[config.mk]
export PLATFORM = sky130hd
export DESIGN_NAME = mux_rr_arbiter
export DESIGN_NICKNAME = d
export VERILOG_FILES = /design/src/rtl/mux_rr_arbiter.sv
export SDC_FILE = /design/constraint.sdc
export NUM_CORES = 1
export LEC_CHECK = 0
export BUFFER_PORTS_ARGS = -buffer_cell sky130_fd_sc_hd__buf_2
export CAP_MARGIN = 20
export CORE_MARGIN = 5
export CORE_UTILIZATION = 40
export DETAILED_ROUTE_END_ITERATION = 6
export PLACE_DENSITY = 0.65
export SLEW_MARGIN = 10
export SYNTH_ARGS = -nofsm -noshare
export SYNTH_HDL_FRONTEND = slang
export SYNTH_SLANG_ARGS = --single-unit
export TNS_END_PERCENT = 1
[constraint.sdc]
create_clock -name clk -period 1.7 [get_ports clk]
set_input_delay 0.17 -clock clk [delete_from_list [all_inputs] [get_ports clk]]
set_output_delay 0.17 -clock clk [all_outputs]
set_load 0.02 [all_outputs]
[src/rtl/mux_rr_arbiter.sv]
// mux_rr_arbiter: round-robin packet arbiter for two valid/ready sources that
// share one 2:1 data mux. The mux is locked to one source for a whole packet
// (delimited by last), and the selected beat goes through a registered output
// stage. Per-source completed-packet counters are kept for debug.
module mux_rr_arbiter #(
  parameter int unsigned W  = 8,
  parameter int unsigned CW = 16
) (
  input  logic          clk,
  input  logic          rst_n,

  input  logic          a_valid,
  input  logic          a_last,
  input  logic [W-1:0]  a_data,
  output logic          a_ready,

  input  logic          b_valid,
  input  logic          b_last,
  input  logic [W-1:0]  b_data,
  output logic          b_ready,

  output logic          out_valid,
  output logic          out_last,
  output logic [W-1:0]  out_data,
  input  logic          out_ready,

  output logic          sel,
  output logic          busy,
  output logic [CW-1:0] pkt_cnt_a,
  output logic [CW-1:0] pkt_cnt_b
);

  typedef enum logic [1:0] {
    IDLE   = 2'd0,
    LOCK_A = 2'd1,
    LOCK_B = 2'd2
  } state_t;

  state_t       state;
  logic         rr_last;   // last winner: 0 = A, 1 = B
  logic         slot_free; // output register can take a beat this cycle
  logic         a_xfer;
  logic         b_xfer;
  logic         load;
  logic [W-1:0] mux_data;
  logic         mux_last;

  // Readies depend only on lock state and the output register, never on valid
  always_comb begin
    slot_free = !out_valid || out_ready;
    a_ready   = (state == LOCK_A) && slot_free;
    b_ready   = (state == LOCK_B) && slot_free;
    a_xfer    = a_valid && a_ready;
    b_xfer    = b_valid && b_ready;
    load      = a_xfer || b_xfer;
  end

  // Shared 2:1 data mux steered by the registered select
  always_comb begin
    mux_data = sel ? b_data : a_data;
    mux_last = sel ? b_last : a_last;
  end

  // Arbitration FSM, output register and packet counters
  always_ff @(posedge clk or negedge rst_n) begin
    if (!rst_n) begin
      state     <= IDLE;
      rr_last   <= 1'b1;
      sel       <= 1'b0;
      busy      <= 1'b0;
      out_valid <= 1'b0;
      out_last  <= 1'b0;
      out_data  <= '0;
      pkt_cnt_a <= '0;
      pkt_cnt_b <= '0;
    end else begin
      // Data/last only change on a load, so they hold while stalled
      if (load) begin
        out_valid <= 1'b1;
        out_data  <= mux_data;
        out_last  <= mux_last;
      end else if (out_ready) begin
        out_valid <= 1'b0;
      end

      case (state)
        IDLE: begin
          // On a tie the source that did not win last time gets the lock
          if (a_valid && (!b_valid || rr_last)) begin
            state <= LOCK_A;
            sel   <= 1'b0;
            busy  <= 1'b1;
          end else if (b_valid) begin
            state <= LOCK_B;
            sel   <= 1'b1;
            busy  <= 1'b1;
          end
        end
        LOCK_A: begin
          if (a_xfer && a_last) begin
            state     <= IDLE;
            busy      <= 1'b0;
            rr_last   <= 1'b0;
            pkt_cnt_a <= pkt_cnt_a + CW'(1);
          end
        end
        LOCK_B: begin
          if (b_xfer && b_last) begin
            state     <= IDLE;
            busy      <= 1'b0;
            rr_last   <= 1'b1;
            pkt_cnt_b <= pkt_cnt_b + CW'(1);
          end
        end
        default: begin
          state <= IDLE;
          busy  <= 1'b0;
        end
      endcase
    end
  end

endmodule

==> results of run 1 <==
[placed cells by master, fill, tap and decap left out, drive strengths merged, types with 2 or more instances in the layout]
cell	n
ha	2
clkbuf	5
nand2b	2
xor2	12
a21oi	12
nand3	9
nor2	18
nand4	10
xnor2	18
mux2i	9
nor3	6
and3	9
and3b	3
bufinv	2
and4	2
buf	74
mux2	2
nor3b	2
dfrtp	46
nand2	20
[registers in the layout (all words and copies together) (netlist names)]
name,count
pkt_cnt_a,16
pkt_cnt_b,16
out_data,8
state,2
busy,1
out_last,1
out_valid,1
rr_last,1
sel,1
[final cells by class]
| class | count | area [um^2] |
|---|---|---|
| fill | 516 | 2650 |
| sequential | 47 | 1180 |
| multi-input combinational | 144 | 971 |
| timing repair buffer | 75 | 408 |
| tap | 72 | 90.1 |
| clock buffer | 5 | 68.8 |
| clock inverter | 3 | 67.6 |
| inverter | 1 | 3.75 |
[logic make-up (layout without fill, tap and decap cells)]
family | count (synthesis) | after routing | share of synthesized area
buffers and inverters | 9 | 84 | 0.0272
flip-flops | 47 | 47 | 0.534
adder cells (fa/ha/maj) | 2 | 2 | 0.0113
multiplexers | 11 | 11 | 0.0511
AO/OA/AOI/OAI | 16 | 16 | 0.0408
AND/OR/NAND/NOR | 85 | 85 | 0.217
XOR/XNOR | 30 | 30 | 0.119
[where the power goes]
group          total, uW  switching (uW)  internal, uW
sequential          1610             240          1370
clock                977             391           586
combinational       1260             733           525
total               3840            1360          2480
[routing by layer]
layer	global-route usage	routed length, um	up-vias
li1	-	-	839
met3	0.0442	250	5
met1	0.177	2160	809
met2	0.228	2390	35
met5	0	0	-
met4	0.0395	48	0
[critical path: stages (launching register included)]
cell	delay, ps
dfrtp_1	440
and3b_2	320
and3_1	190
buf_4	170
nand4_1	120
xnor2_1	150
[per-stage QoR]
step	total power, uW	hold WS, ps
after floorplan	2500	-126
after global routing	4080	175
after detailed placement	2910	160
final	3840	158
after CTS	3890	162
after global placement	2880	159
[what timing repair did]
action | CTS | global route
hold endpoints to repair | 19 | 0
hold buffers | 1 | 0
resized for setup | 0 | 1
setup endpoints to repair | 0 | 1
[worst max path at each step]
stage                                to  cells after the start         start
after floorplan           pkt_cnt_b[10]                      5  pkt_cnt_b[0]
after CTS                       b_ready                      3     out_valid
after global placement             busy                      4     out_valid
after detailed placement           busy                      4     out_valid
final                      pkt_cnt_a[4]                      5      state[1]
after global routing      pkt_cnt_b[11]                      4      state[1]
==> impl_metrics.env, run 1 <==
export IMPL_wl_per_cell_um=14.0
export IMPL_placedCellCount=338
export IMPL_dr_total_vias=1688
export IMPL_portBuffers=68
export IMPL_syn_cell_area_mm2=0.00221
export IMPL_clock_latency_ps=300
export IMPL_first_global_vias=1638
export IMPL_crit_required_ps=1890
export IMPL_maxSlewViolCount=0
export IMPL_worst_r2r_setup_slack_ps=200
export IMPL_clock_sinks=47
export IMPL_timing_rr_end="pkt_cnt_a[4]"
export IMPL_area_growth_synth_to_final_pct=26.3
export IMPL_ant_nets=0
export IMPL_power_per_cell_area_mw_per_mm2=1380
export IMPL_hp_start="a_data[5]"
export IMPL_drc_errors=0
export IMPL_yosysTopAreaCell="dfrtp_1"
export IMPL_min_period_over_period=0.882
export IMPL_initial_core_util=0.406
export IMPL_synth_edff_count=0
export IMPL_wl_mm=4.85
export IMPL_crit_path_max_fanout=9
export IMPL_setup_viol=0
export IMPL_rr_startpoint="state[1]"
export IMPL_cts_made_buffers=5
export IMPL_fin_setup_tns_ps=0
export IMPL_post_route_util=0.512
export IMPL_hold_path_end="out_data[5]"
export IMPL_place_detailed_hpwl_mm=3.63
export IMPL_rr_worst_depth=5
export IMPL_fin_area_mm2=0.00279
export IMPL_worst_slack_ps=200
export IMPL_worst_setup_path_start_kind="register"
export IMPL_grt_usage=0.139
export IMPL_syn_inst=200
export IMPL_nNetsFinal=299
export IMPL_synth_common_cells="dfrtp_1, nand2_1, nor2_1, xnor2_1"
export IMPL_synth_cell_types=34
export IMPL_h_tree_depth=2
export IMPL_final_cells=347
export IMPL_hold_class="in -> reg"
export IMPL_clk_pin_slew_ps=90
export IMPL_tritoncts="built"
export IMPL_viasPerCell=4.86
export IMPL_yosys_cell_count_top_type="dfrtp_1"
export IMPL_relSlewSlack=0.621
export IMPL_syn_num_nets=225
export IMPL_synth_ff_type="dfrtp_1"
export IMPL_synthArstFlopShare=1.00
export IMPL_dpl_cell_area_mm2=0.00264
export IMPL_fin_crit_ps=1500
export IMPL_finalWeightedCongestion=0.762
export IMPL_root_buffer="clkbuf_8"
export IMPL_drt_pass1_iter_count=4
export IMPL_die_area_mm2=0.00710
export IMPL_antenna_found_initial=0
export IMPL_outcome="finished clean"
export IMPL_worstHoldPathCells=3
export IMPL_worstMarginPinSlew_ps=568
export IMPL_synth_top_area_frac=0.522
export IMPL_drive_above_1_share=0.331
export IMPL_clockBufferDepth=2
export IMPL_dp_slack_ps=174
export IMPL_irDropWorstVdd_mv=0.627
export IMPL_finalHoldViolCount=0
export IMPL_synth_area_top_cells="dfrtp_1, xnor2_1, xor2_1, mux2i_1, nand2_1"
export IMPL_yosysWarnings=0
export IMPL_dieHeight_um=84.3
export IMPL_antennaDiodeCount=0
export IMPL_io_pins=69
export IMPL_coreArea_mm2=0.00544
export IMPL_critical_path_endpoint_type="register"
export IMPL_grt_max_degree=29
export IMPL_grt_ovfl_total=0
export IMPL_critPathArrivalTime_ps=1690
export IMPL_clock_skew_ps=7.91
export IMPL_grt_pass1_wl_mm=8.05
export IMPL_ys_ff_latch=47
export IMPL_drtIter0Drc=42
export IMPL_leakage_uw=0.00146
export IMPL_post_cts_buffers=0
export IMPL_critPathKind="reg -> reg"
export IMPL_dieWidth_um=84.3
export IMPL_rows=27
export IMPL_cap_violations=0
export IMPL_fmax_mhz=667
export IMPL_yosysSeqAreaShare=0.534
export IMPL_avgSynthCellArea_um2=11.0
export IMPL_rsz0062_at_grt="false"
Power figures use the tool's default switching activity.
==> run 2: changes to the inputs <==
--- a/config.mk
+++ b/config.mk
@@ -7,10 +7,12 @@
 export LEC_CHECK = 0
 export BUFFER_PORTS_ARGS = -buffer_cell sky130_fd_sc_hd__buf_2
 export CAP_MARGIN = 20
+export CELL_PAD_IN_SITES_DETAIL_PLACEMENT = 2
+export CELL_PAD_IN_SITES_GLOBAL_PLACEMENT = 2
 export CORE_MARGIN = 5
-export CORE_UTILIZATION = 40
+export CORE_UTILIZATION = 31
 export DETAILED_ROUTE_END_ITERATION = 6
-export PLACE_DENSITY = 0.65
+export PLACE_DENSITY_LB_ADDON = 0.1
 export SLEW_MARGIN = 10
 export SYNTH_ARGS = -nofsm -noshare
 export SYNTH_HDL_FRONTEND = slang
==> impl_metrics.env, run 2 (same netlist as run 1, synthesis figures left out) <==
export IMPL_maxSlewViolCount=0
export IMPL_ant_nets=0
export IMPL_worst_r2r_setup_slack_ps=150
export IMPL_cts_made_buffers=5
export IMPL_hold_path_end="out_data[4]"
export IMPL_tritoncts="built"
export IMPL_finalWeightedCongestion=0.752
export IMPL_nNetsFinal=305
export IMPL_layout_area_seq_mm2=0.00118
export IMPL_crit_path_max_fanout=5
export IMPL_drtIter0Drc=35
export IMPL_worstMarginPinSlew_ps=575
export IMPL_first_global_vias=1952
export IMPL_coreArea_mm2=0.00687
export IMPL_final_cells=377
export IMPL_final_common_cell="buf_2"
export IMPL_dpl_cell_area_mm2=0.00271
export IMPL_wl_per_cell_um=15.9
export IMPL_mostFrequentLayoutCells="buf_2, dfrtp_1, nand2_1"
export IMPL_wl_mm=5.99
export IMPL_irDropWorstVdd_mv=0.509
export IMPL_multi_input_area_um2=977
export IMPL_setup_viol=0
export IMPL_clock_skew_ps=8.80
export IMPL_power_per_cell_area_mw_per_mm2=1340
export IMPL_viasPerCell=4.75
export IMPL_fin_setup_tns_ps=0
export IMPL_fin_crit_ps=1550
export IMPL_drt_pass1_iter_count=2
export IMPL_grt_pass1_wl_mm=9.93
export IMPL_grt_usage=0.141
export IMPL_drive_above_1_share=0.342
export IMPL_fillers=772
export IMPL_critPathArrivalTime_ps=1740
export IMPL_fmax_mhz=647
export IMPL_worstHoldPathCells=3
export IMPL_grt_ovfl_total=0
export IMPL_finalHoldViolCount=0
export IMPL_dieWidth_um=94.4
export IMPL_clock_latency_ps=300
export IMPL_drc_errors=0
export IMPL_whs_ps=170
export IMPL_crit_required_ps=1890
export IMPL_switching_share=0.374
export IMPL_leakage_uw=0.00148
export IMPL_combPwrFrac=0.350
export IMPL_h_tree_depth=2
export IMPL_rsz0062_at_grt="false"
export IMPL_hold_class="in -> reg"
export IMPL_power_switching_uw=1430
export IMPL_cap_violations=0
export IMPL_rr_startpoint="state[0]"
export IMPL_fin_area_mm2=0.00285
export IMPL_post_route_util=0.415
export IMPL_hp_start="a_data[4]"
export IMPL_dieHeight_um=94.4
export IMPL_relSlewSlack=0.617
export IMPL_reg_largest_list="pkt_cnt_a x16, pkt_cnt_b x16, out_data x8"
export IMPL_internal_power_uw=2390
export IMPL_critical_path_endpoint_type="register"
export IMPL_root_buffer="clkbuf_8"
export IMPL_die_area_mm2=0.00890
export IMPL_place_detailed_hpwl_mm=4.60
export IMPL_clockBufferDepth=2
export IMPL_rr_worst_depth=5
export IMPL_dr_total_vias=1790
export IMPL_antennaDiodeCount=0
export IMPL_worst_setup_path_start_kind="register"
export IMPL_clk_pin_slew_ps=90
export IMPL_clock_power_share=0.227
export IMPL_pwr_share_seq=0.423
export IMPL_min_period_over_period=0.909
export IMPL_clock_sinks=47
export IMPL_outcome="finished clean"
export IMPL_critPathKind="reg -> reg"
export IMPL_placedCellCount=368
export IMPL_post_cts_buffers=0
export IMPL_area_growth_synth_to_final_pct=29.2
export IMPL_io_pins=69
export IMPL_grt_max_degree=19
export IMPL_timing_rr_end="pkt_cnt_b[2]"
export IMPL_portBuffers=68
export IMPL_antenna_found_initial=0
export IMPL_rows=30
export IMPL_initial_core_util=0.321
==> run 2: metrics by stage <==
step	setup slack, ps	power, uW
floorplan	205	2500
global placement	199	2930
detailed placement	78.7	2990
CTS	46.9	3870
global route	44.4	4090
finish	154	3810
==> run 2: worst max-delay path by stage <==
stage | slack, ps | start | end
finish | 150 | state[0] | pkt_cnt_b[2]
global route | 40 | state[0] | pkt_cnt_b[11]
CTS | 50 | state[0] | pkt_cnt_b[9]
detailed placement | 80 | state[0] | pkt_cnt_b[9]
global placement | 200 | state[0] | pkt_cnt_b[9]
floorplan | 210 | pkt_cnt_b[0] | pkt_cnt_b[10]
==> run 2: repair_timing <==
item,CTS,global route
endpoints found under the hold margin,10,0
setup endpoints to repair,0,3
hold buffers,1,0
resized for setup,0,1
==> run 2: final cells by class <==
cell class	count	share of cell area
timing repair buffer	81	0.159
multi-input combinational	144	0.343
tap	96	0.0422
inverter	1	0.00132
sequential	47	0.413
clock buffer	6	0.0290
clock inverter	2	0.0123
==> run 2: worst max-delay path, cell delays in order, from the launching register on <==
cell	delay, ps
dfrtp_1	430
and3b_1	350
and3_1	300
buf_4	170
nand2_1	70
xnor2_1	120
==> run 2: routing by layer <==
layer  part of all wire  GRT usage  routed length [um]
met1               0.45      0.179                2680
met2               0.48      0.242                2890
met3              0.064     0.0390                 386
met4             0.0058     0.0253                  35
met5                  0          0                   0
==> run 2: power by group through the flow <==
stage | Combinational (uW) | Sequential [uW] | Clock, uW
after floorplan | 698 | 1800 | 0
after global placement | 1310 | 1620 | 0
after detailed placement | 1350 | 1640 | 0
after CTS | 1360 | 1620 | 896
after global routing | 1470 | 1680 | 937
final | 1340 | 1610 | 865
==> run 3: changes to the inputs <==
--- a/config.mk
+++ b/config.mk
@@ -13,6 +13,7 @@
 export CORE_UTILIZATION = 31
 export DETAILED_ROUTE_END_ITERATION = 6
 export PLACE_DENSITY_LB_ADDON = 0.1
+export SKIP_CTS_REPAIR_TIMING = 1
 export SLEW_MARGIN = 10
 export SYNTH_ARGS = -nofsm -noshare
 export SYNTH_HDL_FRONTEND = slang
==> constraint.sdc (replaced) <==
create_clock -name clk -period 1.7 [get_ports clk]
set_input_delay 0.17 -clock clk [delete_from_list [all_inputs] [get_ports clk]]
set_output_delay 0.17 -clock clk [all_outputs]
set_load 0.005 [all_outputs]
==> impl_metrics.env, run 3 (same netlist as run 1, synthesis figures left out) <==
export IMPL_outcome="finished clean"
export IMPL_first_global_vias=1975
export IMPL_power_switching_uw=1140
export IMPL_timing_rr_end="pkt_cnt_b[11]"
export IMPL_critPathKind="reg -> reg"
export IMPL_grt_usage=0.139
export IMPL_clock_sinks=47
export IMPL_coreArea_mm2=0.00687
export IMPL_crit_path_max_fanout=7
export IMPL_finalHoldViolCount=0
export IMPL_fmax_mhz=627
export IMPL_power_per_cell_area_mw_per_mm2=1210
export IMPL_initial_core_util=0.321
export IMPL_whs_ps=184
export IMPL_worst_slack_ps=105
export IMPL_grt_ovfl_total=0
export IMPL_h_tree_depth=2
export IMPL_io_pins=69
export IMPL_fin_setup_tns_ps=0
export IMPL_ant_nets=0
export IMPL_antenna_found_initial=0
export IMPL_drc_errors=0
export IMPL_switching_share=0.332
export IMPL_rows=30
export IMPL_hp_start="a_data[5]"
export IMPL_relSlewSlack=0.689
export IMPL_min_period_over_period=0.938
export IMPL_internal_power_uw=2280
export IMPL_wl_mm=5.89
export IMPL_area_growth_synth_to_final_pct=27.9
export IMPL_tritoncts="built"
export IMPL_cap_violations=0
export IMPL_worstMarginPinSlew_ps=467
export IMPL_pwr_share_seq=0.457
export IMPL_hold_class="in -> reg"
export IMPL_final_cells=376
export IMPL_clockBufferDepth=2
export IMPL_antennaDiodeCount=0
export IMPL_combPwrFrac=0.325
export IMPL_leakage_uw=0.00148
export IMPL_clk_pin_slew_ps=90
export IMPL_maxSlewViolCount=0
export IMPL_crit_required_ps=1920
export IMPL_clock_power_share=0.218
export IMPL_drtIter0Drc=22
export IMPL_rr_worst_depth=4
export IMPL_drt_pass1_iter_count=4
export IMPL_layout_area_seq_mm2=0.00118
export IMPL_nNetsFinal=304
export IMPL_final_common_cell="buf_2"
export IMPL_worst_setup_path_start_kind="register"
export IMPL_critical_path_endpoint_type="register"
export IMPL_cts_made_buffers=5
export IMPL_multi_input_area_um2=975
export IMPL_critPathArrivalTime_ps=1820
export IMPL_grt_max_degree=25
export IMPL_cp_startpoint="state[0]"
export IMPL_worst_r2r_setup_slack_ps=100
export IMPL_rsz0062_at_grt="false"
export IMPL_grt_pass1_wl_mm=9.69
export IMPL_dr_total_vias=1768
export IMPL_portBuffers=68
export IMPL_post_route_util=0.411
export IMPL_dieWidth_um=94.4
export IMPL_hold_path_end="out_data[5]"
export IMPL_finalWeightedCongestion=0.744
export IMPL_placedCellCount=367
export IMPL_fin_crit_ps=1600
export IMPL_setup_viol=0
export IMPL_reg_largest_list="pkt_cnt_a x16, pkt_cnt_b x16, out_data x8"
export IMPL_viasPerCell=4.70
export IMPL_root_buffer="clkbuf_8"
export IMPL_wl_per_cell_um=15.7
export IMPL_drive_above_1_share=0.343
export IMPL_clock_latency_ps=290
export IMPL_mostFrequentLayoutCells="buf_2, dfrtp_1, nand2_1"
export IMPL_fillers=778
export IMPL_clock_skew_ps=4.07
export IMPL_dieHeight_um=94.4
export IMPL_die_area_mm2=0.00890
export IMPL_rr_startpoint="state[0]"
export IMPL_worstHoldPathCells=3
export IMPL_irDropWorstVdd_mv=0.368
export IMPL_place_detailed_hpwl_mm=4.56
export IMPL_dp_slack_ps=125
run 3: cell types whose count changed in the layout (fill, tap and decap cells not counted), sizes merged:
cell	change
buf	-1
clkbuf	+2
clkinv	-1
bufinv	-1
run 3: through the flow:
stage / area, um^2 / power, uW
floorplan: 2210 / 2240
global placement: 2710 / 2660
detailed placement: 2710 / 2720
CTS: 2810 / 3490
global route: 2820 / 3690
finish: 2820 / 3420
run 3: per-layer routing:
metal / up-vias / wire length [um] / GRT usage / part of all wire
met5: - / 0 / 0 / 0
met4: 0 / 57 / 0.0433 / 0.0097
met3: 5 / 338 / 0.0343 / 0.057
met2: 43 / 2820 / 0.230 / 0.48
met1: 880 / 2680 / 0.180 / 0.45
li1: 840 / - / - / -
run 3: area by class of cell:
| class | count | area share |
|---|---|---|
| Sequential cell | 47 | 0.417 |
| Multi-Input combinational cell | 144 | 0.345 |
| Timing Repair Buffer | 80 | 0.158 |
| Tap cell | 96 | 0.0426 |
| Clock buffer | 8 | 0.0355 |
| Inverter | 1 | 0.00133 |
run 3: worst max path at each step:
stage,end,slack (ps),depth (start not counted)
finish,pkt_cnt_b[11],100,4
global route,pkt_cnt_b[13],8,4
CTS,out_data[2],80,4
detailed placement,out_data[4],130,4
global placement,pkt_cnt_a[14],200,5
floorplan,busy,240,6
run 3: power by group through the flow:
| stage | Sequential [uW] | Combinational [uW] | Clock (uW) |
|---|---|---|---|
| after floorplan | 1560 | 675 | 0 |
| final | 1560 | 1110 | 746 |
| after global routing | 1600 | 1260 | 822 |
| after CTS | 1570 | 1140 | 787 |
| after global placement | 1580 | 1090 | 0 |
| after detailed placement | 1590 | 1130 | 0 |
run 3: worst max-delay path, cell delays in order, from the launching register on:
cell	delay (ps)
dfrtp_1	440
and3b_1	320
nand4_2	260
nor3_1	310
xor2_1	180
